### config.mk
export PLATFORM = sky130hd
export DESIGN_NAME = pipe_stage_reg_flat
export DESIGN_NICKNAME = d
export VERILOG_FILES = /design/src/rtl/pipe_stage_reg_if.sv /design/src/rtl/pipe_stage_reg.sv /design/src/flat_wrapper.sv
export SDC_FILE = /design/constraint.sdc
export NUM_CORES = 1
export LEC_CHECK = 0
export BUFFER_PORTS_ARGS = -buffer_cell sky130_fd_sc_hd__buf_2
export CORE_ASPECT_RATIO = 2
export CORE_UTILIZATION = 35
export CTS_CLUSTER_SIZE = 28
export DETAILED_ROUTE_END_ITERATION = 7
export MAX_ROUTING_LAYER = met4
export SYNTH_ARGS = -nofsm -noshare
export SYNTH_HDL_FRONTEND = slang
export SYNTH_SLANG_ARGS = --single-unit
### constraint.sdc
create_clock -name i_clk -period 4.47 [get_ports i_clk]
set_input_delay 0.447 -clock i_clk [delete_from_list [all_inputs] [get_ports i_clk]]
set_output_delay 0.447 -clock i_clk [all_outputs]
set_load 0.05 [all_outputs]
### src/rtl/pipe_stage_reg_if.sv
// Valid/ready stream boundary between two pipeline stages, with flush and occupancy.
// The stage register sits on the slave side; the upstream/downstream environment drives the master side.
interface pipe_stage_reg_if #(
    parameter int WIDTH = 32
);
    logic             i_flush;
    logic             i_valid;
    logic             o_ready;
    logic [WIDTH-1:0] i_data;
    logic             o_valid;
    logic             i_ready;
    logic [WIDTH-1:0] o_data;
    logic [1:0]       o_count;

    modport slave (
        input  i_flush, i_valid, i_data, i_ready,
        output o_ready, o_valid, o_data, o_count
    );

    modport master (
        output i_flush, i_valid, i_data, i_ready,
        input  o_ready, o_valid, o_data, o_count
    );
endinterface

### src/rtl/pipe_stage_reg.sv
// Elastic pipeline register: one main entry feeding o_data, plus an optional skid entry
// so that o_ready can come from a flop instead of the downstream i_ready.
module pipe_stage_reg #(
    parameter int               WIDTH       = 32,
    parameter logic [WIDTH-1:0] RESET_VALUE = '0,
    parameter int               SKID        = 1
) (
    input  logic               i_clk,
    input  logic               i_rst_n,
    pipe_stage_reg_if.slave    bus
);

    logic             main_vld_q, main_vld_d;
    logic             skid_vld_q, skid_vld_d;
    logic [WIDTH-1:0] main_q, main_d;
    logic [WIDTH-1:0] skid_q, skid_d;
    logic             ready;
    logic             push;
    logic             pop;

    // Ready is forced low during reset so nothing is accepted while the state is held clear.
    generate
        if (SKID != 0) begin : g_skid
            assign ready = i_rst_n & ~skid_vld_q;
        end else begin : g_noskid
            assign ready = i_rst_n & (~main_vld_q | bus.i_ready);
        end
    endgenerate

    assign push = bus.i_valid & ready;
    assign pop  = main_vld_q & bus.i_ready;

    always_comb begin
        main_vld_d = main_vld_q;
        skid_vld_d = skid_vld_q;
        main_d     = main_q;
        skid_d     = skid_q;
        if (bus.i_flush) begin
            main_vld_d = 1'b0;
            skid_vld_d = 1'b0;
            main_d     = RESET_VALUE;
            skid_d     = RESET_VALUE;
        end else if (push && pop) begin
            main_d = bus.i_data;
        end else if (push) begin
            if ((SKID != 0) && main_vld_q) begin
                skid_d     = bus.i_data;
                skid_vld_d = 1'b1;
            end else begin
                main_d     = bus.i_data;
                main_vld_d = 1'b1;
            end
        end else if (pop) begin
            // Drain keeps the last payload in main; only reset/flush reload RESET_VALUE.
            if (skid_vld_q) begin
                main_d     = skid_q;
                skid_vld_d = 1'b0;
            end else begin
                main_vld_d = 1'b0;
            end
        end
    end

    always_ff @(posedge i_clk or negedge i_rst_n) begin
        if (!i_rst_n) begin
            main_vld_q <= 1'b0;
            skid_vld_q <= 1'b0;
            main_q     <= RESET_VALUE;
            skid_q     <= RESET_VALUE;
        end else begin
            main_vld_q <= main_vld_d;
            skid_vld_q <= skid_vld_d;
            main_q     <= main_d;
            skid_q     <= skid_d;
        end
    end

    assign bus.o_ready = ready;
    assign bus.o_valid = main_vld_q;
    assign bus.o_data  = main_q;
    assign bus.o_count = {1'b0, main_vld_q} + {1'b0, skid_vld_q};

endmodule

### src/flat_wrapper.sv
// flat-port wrapper written by rule: the top's interface ports become plain ports
module pipe_stage_reg_flat 
#(
    parameter int               WIDTH       = 32,
    parameter logic [WIDTH-1:0] RESET_VALUE = '0,
    parameter int               SKID        = 1
)
  (i_clk, i_rst_n, bus_i_flush, bus_i_valid, bus_i_data, bus_i_ready, bus_o_ready, bus_o_valid, bus_o_data, bus_o_count);
  pipe_stage_reg_if #(.WIDTH(WIDTH)) bus_i ();
  input  logic i_clk;
  input  logic i_rst_n;
  input wire logic [$bits(bus_i.i_flush)-1:0] bus_i_flush;
  input wire logic [$bits(bus_i.i_valid)-1:0] bus_i_valid;
  input wire logic [$bits(bus_i.i_data)-1:0] bus_i_data;
  input wire logic [$bits(bus_i.i_ready)-1:0] bus_i_ready;
  output wire logic [$bits(bus_i.o_ready)-1:0] bus_o_ready;
  output wire logic [$bits(bus_i.o_valid)-1:0] bus_o_valid;
  output wire logic [$bits(bus_i.o_data)-1:0] bus_o_data;
  output wire logic [$bits(bus_i.o_count)-1:0] bus_o_count;
  assign bus_i.i_flush = bus_i_flush;
  assign bus_i.i_valid = bus_i_valid;
  assign bus_i.i_data = bus_i_data;
  assign bus_i.i_ready = bus_i_ready;
  assign bus_o_ready = bus_i.o_ready;
  assign bus_o_valid = bus_i.o_valid;
  assign bus_o_data = bus_i.o_data;
  assign bus_o_count = bus_i.o_count;
  pipe_stage_reg #(.WIDTH(WIDTH), .RESET_VALUE(RESET_VALUE), .SKID(SKID)) u_core (.i_clk(i_clk), .i_rst_n(i_rst_n), .bus(bus_i));
endmodule
==> results of run 1 <==
## what timing repair did
item,in CTS,in global routing
setup buffers,0,0
endpoints found under the hold margin,2,0
setup endpoints to repair,0,0
hold buffers,1,0
## power by group through the flow
stage / combinational, mW / sequential, mW / clock (mW)
after floorplan: 0.0775 / 0.679 / 0
after global placement: 0.184 / 0.633 / 0
after detailed placement: 0.185 / 0.633 / 0
after CTS: 0.186 / 0.623 / 0.723
after global routing: 0.196 / 0.625 / 0.748
final: 0.184 / 0.623 / 0.708
## placed cells by master (no fill, tap or decap), drive strengths merged
cell	Yosys	final
a211oi	1	1
a21oi	19	19
a22o	48	48
a31oi	1	1
and3b	1	1
buf	15	76
bufinv	0	1
clkbuf	10	14
clkinv	0	1
dfrtp	66	66
dlygate4sd3	0	1
ha	1	1
inv	2	2
mux2	32	32
nand2b	1	1
nand3	16	16
nand3b	1	1
nor2b	35	35
nor3	1	1
nor4bb	1	1
o21ai	17	17
o31ai	1	1
## synth_stat cells
| master | instances | area [sq um] |
|---|---|---|
| a211oi_1 | 1 | 7.51 |
| a21oi_1 | 18 | 90.1 |
| a21oi_2 | 1 | 8.76 |
| a22o_1 | 48 | 420 |
| a31oi_1 | 1 | 6.26 |
| and3b_1 | 1 | 8.76 |
| buf_1 | 1 | 3.75 |
| buf_2 | 6 | 30.0 |
| buf_4 | 1 | 7.51 |
| buf_6 | 7 | 78.8 |
| clkbuf_1 | 10 | 37.5 |
| dfrtp_1 | 66 | 1650 |
| ha_1 | 1 | 12.5 |
| inv_1 | 2 | 7.51 |
| mux2_1 | 1 | 11.3 |
| mux2_2 | 31 | 349 |
| nand2b_1 | 1 | 6.26 |
| nand3_1 | 16 | 80.1 |
| nand3b_4 | 1 | 20.0 |
| nor2b_1 | 34 | 213 |
| nor2b_4 | 1 | 13.8 |
| nor3_2 | 1 | 10.0 |
| nor4bb_1 | 1 | 10.0 |
| o21ai_0 | 17 | 85.1 |
| o31ai_4 | 1 | 21.3 |
## logic make-up after synthesis
family | count (synthesis) | synth area share, %
compound gates | 87 | 20.0
flops | 66 | 51.8
simple gates | 56 | 11.3
mux | 32 | 11.3
buf+inv | 27 | 5.18
fa+ha+maj | 1 | 0.392
## stage by stage
stage               setup WS, ns  hold WS [ns]
floorplan                   2.54         0.151
global placement            2.07         0.267
detailed placement          2.02         0.271
CTS                         1.79         0.353
global route                1.67         0.365
finish                      1.83         0.362
## worst max-delay path: stages
cell	delay, ns
dlygate4sd3_1	0.59
buf_4	0.20
nand3b_4	0.43
nor3_2	0.93
a22o_1	0.28
## worst min path at each step
stage | startpoint | end | slack [ns] | cells past startpoint
2_1_floorplan | i_rst_n | u_core.bus.o_data[0]$_DFFE_PN0P_ | 0.15 | 0
3_3_place_gp | i_rst_n | u_core.bus.o_valid$_DFFE_PN0P_ | 0.27 | 1
3_5_place_dp | i_rst_n | u_core.bus.o_valid$_DFFE_PN0P_ | 0.27 | 1
4_1_cts | bus_i_data[27] | u_core.skid_q[27]$_DFFE_PN0P_ | 0.35 | 2
5_1_grt | bus_i_data[0] | u_core.skid_q[0]$_DFFE_PN0P_ | 0.37 | 2
6_report | bus_i_data[27] | u_core.skid_q[27]$_DFFE_PN0P_ | 0.36 | 2
## registers in the layout (all words and copies together) (netlist names)
signal and count:
u_core.bus.o_data 32, u_core.bus.o_valid 1, u_core.skid_q 32, u_core.skid_vld_q 1
## layer usage
metal / track usage (%) / vias up / part of all wire (%)
met5: - / - / 0
met4: 7.94 / 0 / 2.1
met3: 3.17 / 10 / 2.9
met2: 29.0 / 57 / 54
met1: 19.0 / 1191 / 40
li1: - / 1113 / -
## final cells by class
cell class	instances	share of cell area [%]
Inverter	2	0.194
Multi-Input combinational cell	176	35.8
Timing Repair Buffer	77	10.4
Tap cell	102	3.29
Clock buffer	14	6.81
Sequential cell	66	42.6
Clock inverter	2	0.904
==> out/summary.txt, run 1 <==
Crit. End Element: register
Final Cell Area: 3880 sq um
Initial antenna violation count: 0
Routed len/inst: 17.5 um
#FFs+latches synth: 66
R2R cell count: 4
DRC violations left: 0
Cell Area, Synth: 3190 sq um
Core area: 8890 sq um
Outcome: complete, no violations
Critical path class: primary input to register
Max Cap Viol: 0
Post-route core utilization: 43.6%
Seq/Total Area, Yosys: 51.8%
Setup crit start: i_rst_n
Combinational share of power: 12.1%
Critical path startpoint category: primary input
Worst hold path class: primary input to register
Syn-to-layout area delta: 21.5%
Internal reg-to-reg setup slack: 2.10 ns
Storage cell area: 1650 sq um
DPL Wire Length: 5.09 mm
Diode count: 0
Routed Antenna Nets: 0
Cell area power density: 391 nW/um^2
Sequential power share: 41.1%
Post-DP Area: 3570 sq um
Switching power: 384 uW
Number of failing hold endpoints at the final stage: 0
Max IR drop VDD: 0.167 mV
Worst-path clk slew: 0.05 ns
Routed Wire Length: 7.67 mm
Worst Skew: 0.00482 ns
Reg2Reg Launch Point: u_core.bus.o_valid$_DFFE_PN0P_
Via density: 5.40
Root buffer cell: clkbuf_16
Worst r2r dst: u_core.bus.o_data[24]$_DFFE_PN0P_
GRT Util Overall: 16.9%
# setup viols final: 0
# IOs: 73
Clk pwr share: 46.8%
DP Cell Count: 422
Syn_nets: 307
Slew Viols, Final: 0
CTS Sinks: 66
Die Area: 9520 sq um
Relative slew margins: 31.9%
IO Port Bufs: 72
Total power: 1.51 mW
Die Span Y: 137 um
Worst path required time: 4.73 ns
Mapped Cells: 269
Grt total ovfl: 0
DRT iter0 DRCs: 254
Largest net degree at the start of global routing: 65
Non-filler cells, final: 439
Share of cells above drive strength 1: 37.4%
CP endpoint: u_core.skid_q[23]$_DFFE_PN0P_
Via Count: 2371
YS warnings: 0
Drt pass-1 iters: 4
CTS tree: done
Worst EP arrival: 2.90 ns
Int Pwr: 1.13 mW
Critical path fanouts, max: 50
Worst-Skew Late Latency: 0.33 ns
Fillers: 853
Unique masters post-synth: 25
Initial cell density of the core: 35.9%
Switching share of power: 25.3%
CTS H-tree lvls: 3
Synth Area per Inst: 11.9 sq um
Setup tns final: 0 ns
Nets: 370
Post-CTS Resized: 0
Final Critical Period: 2.64 ns
GPL Wtd Cong: 0.742
RSZ-0062 raised after global routing: false
Maximum clock insertion buffer count: 2
Vias in the first global route: 2303
FMAX: 379 MHz
Row count: 49
Area of the multi-input gates: 1390 sq um
First-pass GRT wire length: 12.0 mm
Tightest Pin Transition: 1.02 ns
Crit share post-route: 59.0%
DIE WIDTH: 69.5 um
Total CTS buffers: 9
Leakage dissipation: 1.93 nW
No activity file was read; power rests on OpenSTA's default activity.
==> run 2: changes to the inputs <==
Settings changed: ABC_AREA set to 1.
Clock period 4.47 ns to 2.1 ns, I/O delays scaled along.
==> run 2 against run 1 <==
Largest cell class unchanged. Largest power group unchanged. Count of clock-buffer cells in the layout decreased by 3. Cell count up 30%. Global-route usage rose by 2.9 points. Worst hold slack got worse by 0.23 ns. Total power increased by 140%. Via count rose by 24%. Clock power grew to 2.5 times the previous value.
==> out/summary.txt, run 2 <==
CTS Sinks: 66 (unchanged)
Leakage dissipation: 2.17 nW (+13%)
DP Cell Count: 553 (+31%)
Critical path class: primary input to register
Via Count: 2947 (+24%)
Crit share post-route: 82.4%
Die Area: 9480 sq um (-0.42%)
Top FF cell, synth: dfrtp_1
Yosys top cell area share: 52.0% (+0.22 points)
Row count: 48 (-2.0%)
Vias in the first global route: 2869 (+25%)
Share of cells above drive strength 1: 23.0% (-14 points)
Number of failing hold endpoints at the final stage: 0 (unchanged)
IO Port Bufs: 72 (unchanged)
Syn-to-layout area delta: 25.2%
Via density: 5.17 (-4.3%)
Non-filler cells, final: 570 (+30%)
DRT iter0 DRCs: 228 (-10%)
Post-DP Area: 3610 sq um (+1.3%)
Worst hold path class: primary input to register
Worst EP arrival: 1.95 ns (-0.95 ns)
Cell Area, Synth: 3180 sq um (-0.43%)
Initial antenna violation count: 0 (unchanged)
Worst-path clk slew: 0.05 ns (about the same)
Largest stage delay, worst path: 0.53 ns (-0.40 ns)
Outcome: complete, no violations
Total CTS buffers: 9 (unchanged)
R2R cell count: 7 (+3)
Final Critical Period: 1.73 ns
Setup tns final: 0 ns (unchanged)
Final worst slack: 0.369 ns (-1.46 ns)
Seq/Total Area, Yosys: 52.0% (+0.22 points)
Post-synth EDFFs: 0 (unchanged)
GPL Wtd Cong: 0.823 (+11%)
Highest-count cells in the layout ignoring fill and taps: 133 x nand2_1, 117 x nand3_1, 71 x buf_2
WHS: 0.130 ns (-0.232 ns)
RSZ-0062 raised after global routing: false
Relative slew margins: 43.6% (+12 points)
CTS tree: done
Diode count: 0 (unchanged)
Max IR drop VDD: 0.635 mV (+280%)
Tightest Pin Transition: 0.845 ns (-0.171 ns)
Hold depth: 3 (+1)
Largest net degree at the start of global routing: 66 (+1.5%)
Total power: 3.58 mW (+140%)
Slew Viols, Final: 0 (unchanged)
Cell area power density: 901 nW/um^2 (+130%)
Worst path required time: 2.32 ns (-2.41 ns)
#FFs+latches synth: 66 (unchanged)
Crit-path cells: dlygate4sd3_1 > buf_4 > nand2_2 > nor2_1 > nor2_1 > nand2_1 > buf_4 > nand3_1 > nand2_1
Worst-Skew Late Latency: 0.34 ns (about the same)
Core area: 8710 sq um (-2.0%)
CTS H-tree lvls: 3 (unchanged)
Grt total ovfl: 0 (unchanged)
Place WS: 0.483 ns (-1.53 ns)
Post-synth ARST share: 100% (unchanged)
Highest-delay cell along the critical path: dlygate4sd3_1
Drt pass-1 iters: 4 (unchanged)
# setup viols final: 0 (unchanged)
DIE WIDTH: 69.4 um (-0.21%)
First-pass GRT wire length: 14.2 mm (+18%)
Crit. End Element: register
Critical path fanouts, max: 12 (-76%)
Worst Skew: 0.00622 ns (+0.00140 ns)
Ranking of synthesized cells by area: dfrtp_1 52%, nand3_1 18%, nand2_1 16%
Post-synth top cells: 133 x nand2_1, 117 x nand3_1, 66 x dfrtp_1
Root buffer cell: clkbuf_16
Top-count cell post-synth: nand2_1
Max Cap Viol: 0 (unchanged)
Critical path startpoint category: primary input
# IOs: 73 (unchanged)
Fillers: 902 (+5.7%)
Maximum clock insertion buffer count: 2 (unchanged)
Top cell type by total area after synthesis: dfrtp_1
Post-route core utilization: 45.7% (+2.0 points)
Commonest non-fill, non-tap cell in the layout: nand2_1
Mapped Cells: 401 (+49%)
YS warnings: 0 (unchanged)
Syn_nets: 439 (+43%)
GRT Util Overall: 19.9% (+2.9 points)
DRC violations left: 0 (unchanged)
Initial cell density of the core: 36.5% (+0.59 points)
Routed Antenna Nets: 0 (unchanged)
Synth Area per Inst: 7.92 sq um (-33%)
FMAX: 578 MHz
DPL Wire Length: 5.51 mm (+8.3%)
Unique masters post-synth: 18 (-28%)
Final Cell Area: 3980 sq um (+2.5%)
Nets: 503 (+36%)
Routed len/inst: 14.7 um (-16%)
Die Span Y: 137 um (-0.22%)
Routed Wire Length: 8.37 mm (+9.1%)
## run 2: report_power, final
part | switching (mW) | internal (mW) | total [mW]
Clock | 0.551 | 1.22 | 1.77
Sequential | 0.0232 | 1.32 | 1.34
Combinational | 0.358 | 0.117 | 0.474
## run 2: worst paths after layout
path / start / endpoint / slack [ns]
worst max-delay path: i_rst_n / u_core.bus.o_data[25]$_DFFE_PN0P_ / 0.37
worst min-delay path: bus_i_data[9] / u_core.skid_q[9]$_DFFE_PN0P_ / 0.13
worst max register to register: u_core.bus.o_valid$_DFFE_PN0P_ / u_core.bus.o_data[25]$_DFFE_PN0P_ / 0.47
worst min register to register: u_core.bus.o_data[18]$_DFFE_PN0P_ / u_core.bus.o_data[18]$_DFFE_PN0P_ / 0.47
max in group asynchronous: i_rst_n / u_core.bus.o_data[25]$_DFFE_PN0P_ / 0.87
min in group asynchronous: i_rst_n / u_core.skid_vld_q$_DFFE_PN0P_ / 0.21
## run 2: cells by family after synthesis
| kind of cell | Yosys count | share of synthesized area, % |
|---|---|---|
| compound gates | 34 | 5.36 |
| simple gates | 262 | 36.4 |
| buf+inv | 38 | 5.83 |
| flops | 66 | 52.0 |
| fa+ha+maj | 1 | 0.394 |
## run 2: layout make-up
type | count | area (sq um) | area share [%]
flip-flops and latches | 66 | 1650 | 41.5
multi-input cells | 297 | 1340 | 33.7
repair buffers | 84 | 480 | 12.1
clock buffers | 11 | 253 | 6.36
well taps | 100 | 125 | 3.15
clock inverters | 5 | 100 | 2.52
inverters | 7 | 26.3 | 0.661
## run 2: worst max-delay path, delay by kind of cell
family / cells / cell delay (ns)
buffers and inverters: 3 / 1.01
AND/OR/NAND/NOR: 6 / 0.73
## run 2: layer usage
layer | wire length (um) | share of wire (%) | GRT usage [%] | up-vias
li1 | - | - | - | 1461
met1 | 3350 | 40 | 22.0 | 1387
met2 | 4450 | 53 | 33.8 | 82
met3 | 363 | 4.3 | 3.76 | 17
met4 | 202 | 2.4 | 10.2 | 0
met5 | 0 | 0 | - | -
## run 2: timing repair
action	CTS	global route
hold buffers	1	0
resized for setup	0	0
buffers inserted	0	0
hold endpoints to repair	1	0
==> run 3: changes to the inputs <==
Clock period 2.1 ns to 1.8 ns, I/O delays scaled along.
==> run 3 against run 2 <==
Global-route usage rose by 0.29 points. Largest cell class unchanged. Highest routed layer unchanged. Clock skew fell by 0.00073 ns. First-iteration DRC count down 21%. Routed wire length rose by 4.4%. Design area rose by 0.47%. Register-to-register slack worse by 0.11 ns. Sequential power is 16% higher. Via count increased by 0.41%. Critical path depth is 7 lower.
==> out/summary.txt, run 3 (same netlist as run 2, synthesis figures left out) <==
Slew Viols, Final: 0 (unchanged)
FMAX: 633 MHz
Relative slew margins: 59.4% (+16 points)
Grt total ovfl: 0 (unchanged)
Root buffer cell: clkbuf_16
CTS tree: done
Die Span Y: 137 um (unchanged)
Worst path required time: 1.62 ns (-0.70 ns)
DRT iter0 DRCs: 181 (-21%)
Post-DP Area: 3630 sq um (+0.48%)
Fillers: 863 (-4.3%)
Setup crit start: u_core.skid_vld_q$_DFFE_PN0P_
IO Port Bufs: 72 (unchanged)
Worst-Skew Late Latency: 0.33 ns (about the same)
R2R cell count: 7 (unchanged)
Nets: 507 (+0.80%)
Number of failing hold endpoints at the final stage: 0 (unchanged)
Crit share post-route: 87.7%
Hold buffer count at cts: 1 (unchanged)
Critical path class: register to output pin
Worst Skew: 0.00549 ns (-0.000727 ns)
Worst-path clk slew: 0.06 ns (about the same)
Setup Buffers After CTS: 0 (unchanged)
Commonest non-fill, non-tap cell in the layout: nand2_1
Tightest Pin Transition: 0.609 ns (-0.236 ns)
GPL Wtd Cong: 0.811 (-1.4%)
Storage cell area: 1650 sq um (unchanged)
Core area: 8710 sq um (unchanged)
Initial antenna violation count: 0 (unchanged)
Share of cells above drive strength 1: 23.4% (+0.44 points)
DIE WIDTH: 69.4 um (unchanged)
Routed Wire Length: 8.73 mm (+4.4%)
First-pass GRT wire length: 14.3 mm (+0.83%)
Die Area: 9480 sq um (unchanged)
Internal reg-to-reg setup slack: 0.36 ns (-0.11 ns)
Reg2Reg Launch Point: u_core.bus.o_valid$_DFFE_PN0P_
Final Critical Period: 1.58 ns
Syn-to-layout area delta: 25.8%
Maximum clock insertion buffer count: 2 (unchanged)
Worst r2r dst: u_core.bus.o_data[5]$_DFFE_PN0P_
Hold Path Origin: bus_i_data[15]
Initial cell density of the core: 36.5% (unchanged)
Setup tns final: 0 ns (unchanged)
Vias in the first global route: 2974 (+3.7%)
Via Count: 2959 (+0.41%)
Drt pass-1 iters: 4 (unchanged)
Max Cap Viol: 0 (unchanged)
Worst EP arrival: 1.40 ns (-0.55 ns)
Outcome: complete, no violations
Hold Crit Endpoint: u_core.skid_q[15]$_DFFE_PN0P_
CTS H-tree lvls: 3 (unchanged)
Via density: 5.16 (-0.29%)
Highest-count cells in the layout ignoring fill and taps: 133 x nand2_1, 117 x nand3_1, 71 x buf_2
Max IR drop VDD: 0.648 mV (+2.1%)
Leakage dissipation: 2.18 nW (+0.33%)
Critical path startpoint category: register
Routed Antenna Nets: 0 (unchanged)
# setup viols final: 0 (unchanged)
Worst hold path class: primary input to register
Row count: 48 (unchanged)
Crit. End Element: output pin
Final Cell Area: 4000 sq um (+0.47%)
Cell area power density: 1050 nW/um^2 (+16%)
Diode count: 0 (unchanged)
DPL Wire Length: 5.86 mm (+6.4%)
Routed len/inst: 15.2 um (+3.6%)
Total CTS buffers: 9 (unchanged)
Hold depth: 3 (unchanged)
CTS Sinks: 66 (unchanged)
RSZ-0062 raised after global routing: false
# IOs: 73 (unchanged)
Post-CTS Resized: 0 (unchanged)
GRT Util Overall: 20.2% (+0.29 points)
Critical path fanouts, max: 6 (-6)
Area of the multi-input gates: 1340 sq um (unchanged)
Largest net degree at the start of global routing: 50 (-24%)
DRC violations left: 0 (unchanged)
run 3: cell count changes in the layout (fill, tap and decap cells not counted), sizes merged:
cell	delta
clkinv	-2
buf	+4
clkbuf	+1
clkinvlp	+1
run 3: worst max-delay path by stage:
stage	endpoint	slack [ns]
after floorplan	u_core.bus.o_data[10]$_DFFE_PN0P_	0.27
after global placement	u_core.bus.o_data[23]$_DFFE_PN0P_	0.39
after detailed placement	u_core.bus.o_data[5]$_DFFE_PN0P_	0.37
after CTS	bus_o_count[0]	0.23
after global routing	u_core.bus.o_data[24]$_DFFE_PN0P_	0.14
final	bus_o_count[0]	0.22
run 3: where the power goes:
part | switching, mW | leakage, nW | internal (mW)
Sequential | 0.0301 | 0.913 | 1.53
Combinational | 0.423 | 1.10 | 0.137
Clock | 0.629 | 0.169 | 1.43
run 3: cell type report:
class | count | area share, %
Clock inverter | 4 | 2.44
Inverter | 7 | 0.658
Clock buffer | 12 | 6.42
Tap cell | 100 | 3.13
Timing Repair Buffer | 88 | 12.5
Multi-Input combinational cell | 297 | 33.5
Sequential cell | 66 | 41.3
run 3: metal layers:
metal | vias to the layer above | track usage, % | share of wire [%]
met5 | - | - | 0
met4 | 0 | 11.1 | 3.1
met3 | 16 | 3.24 | 3.8
met2 | 83 | 36.5 | 54
met1 | 1396 | 20.4 | 39
li1 | 1464 | - | -
run 3: stage by stage:
step	instances	hold WS [ns]	setup slack (ns)	total power, mW	utilization, %
after CTS	574	0.0999	0.225	4.23	45.9
after floorplan	401	-0.116	0.269	1.95	-
after detailed placement	557	-0.00689	0.373	2.15	41.7
after global placement	557	-0.00569	0.389	2.15	41.7
after global routing	574	0.117	0.135	4.33	45.9
final	574	0.108	0.221	4.18	45.9
run 3: worst max-delay path: stages, from the launching register on:
cell and delay, ns:
dfrtp_1 0.47, ha_1 0.34, buf_2 0.26
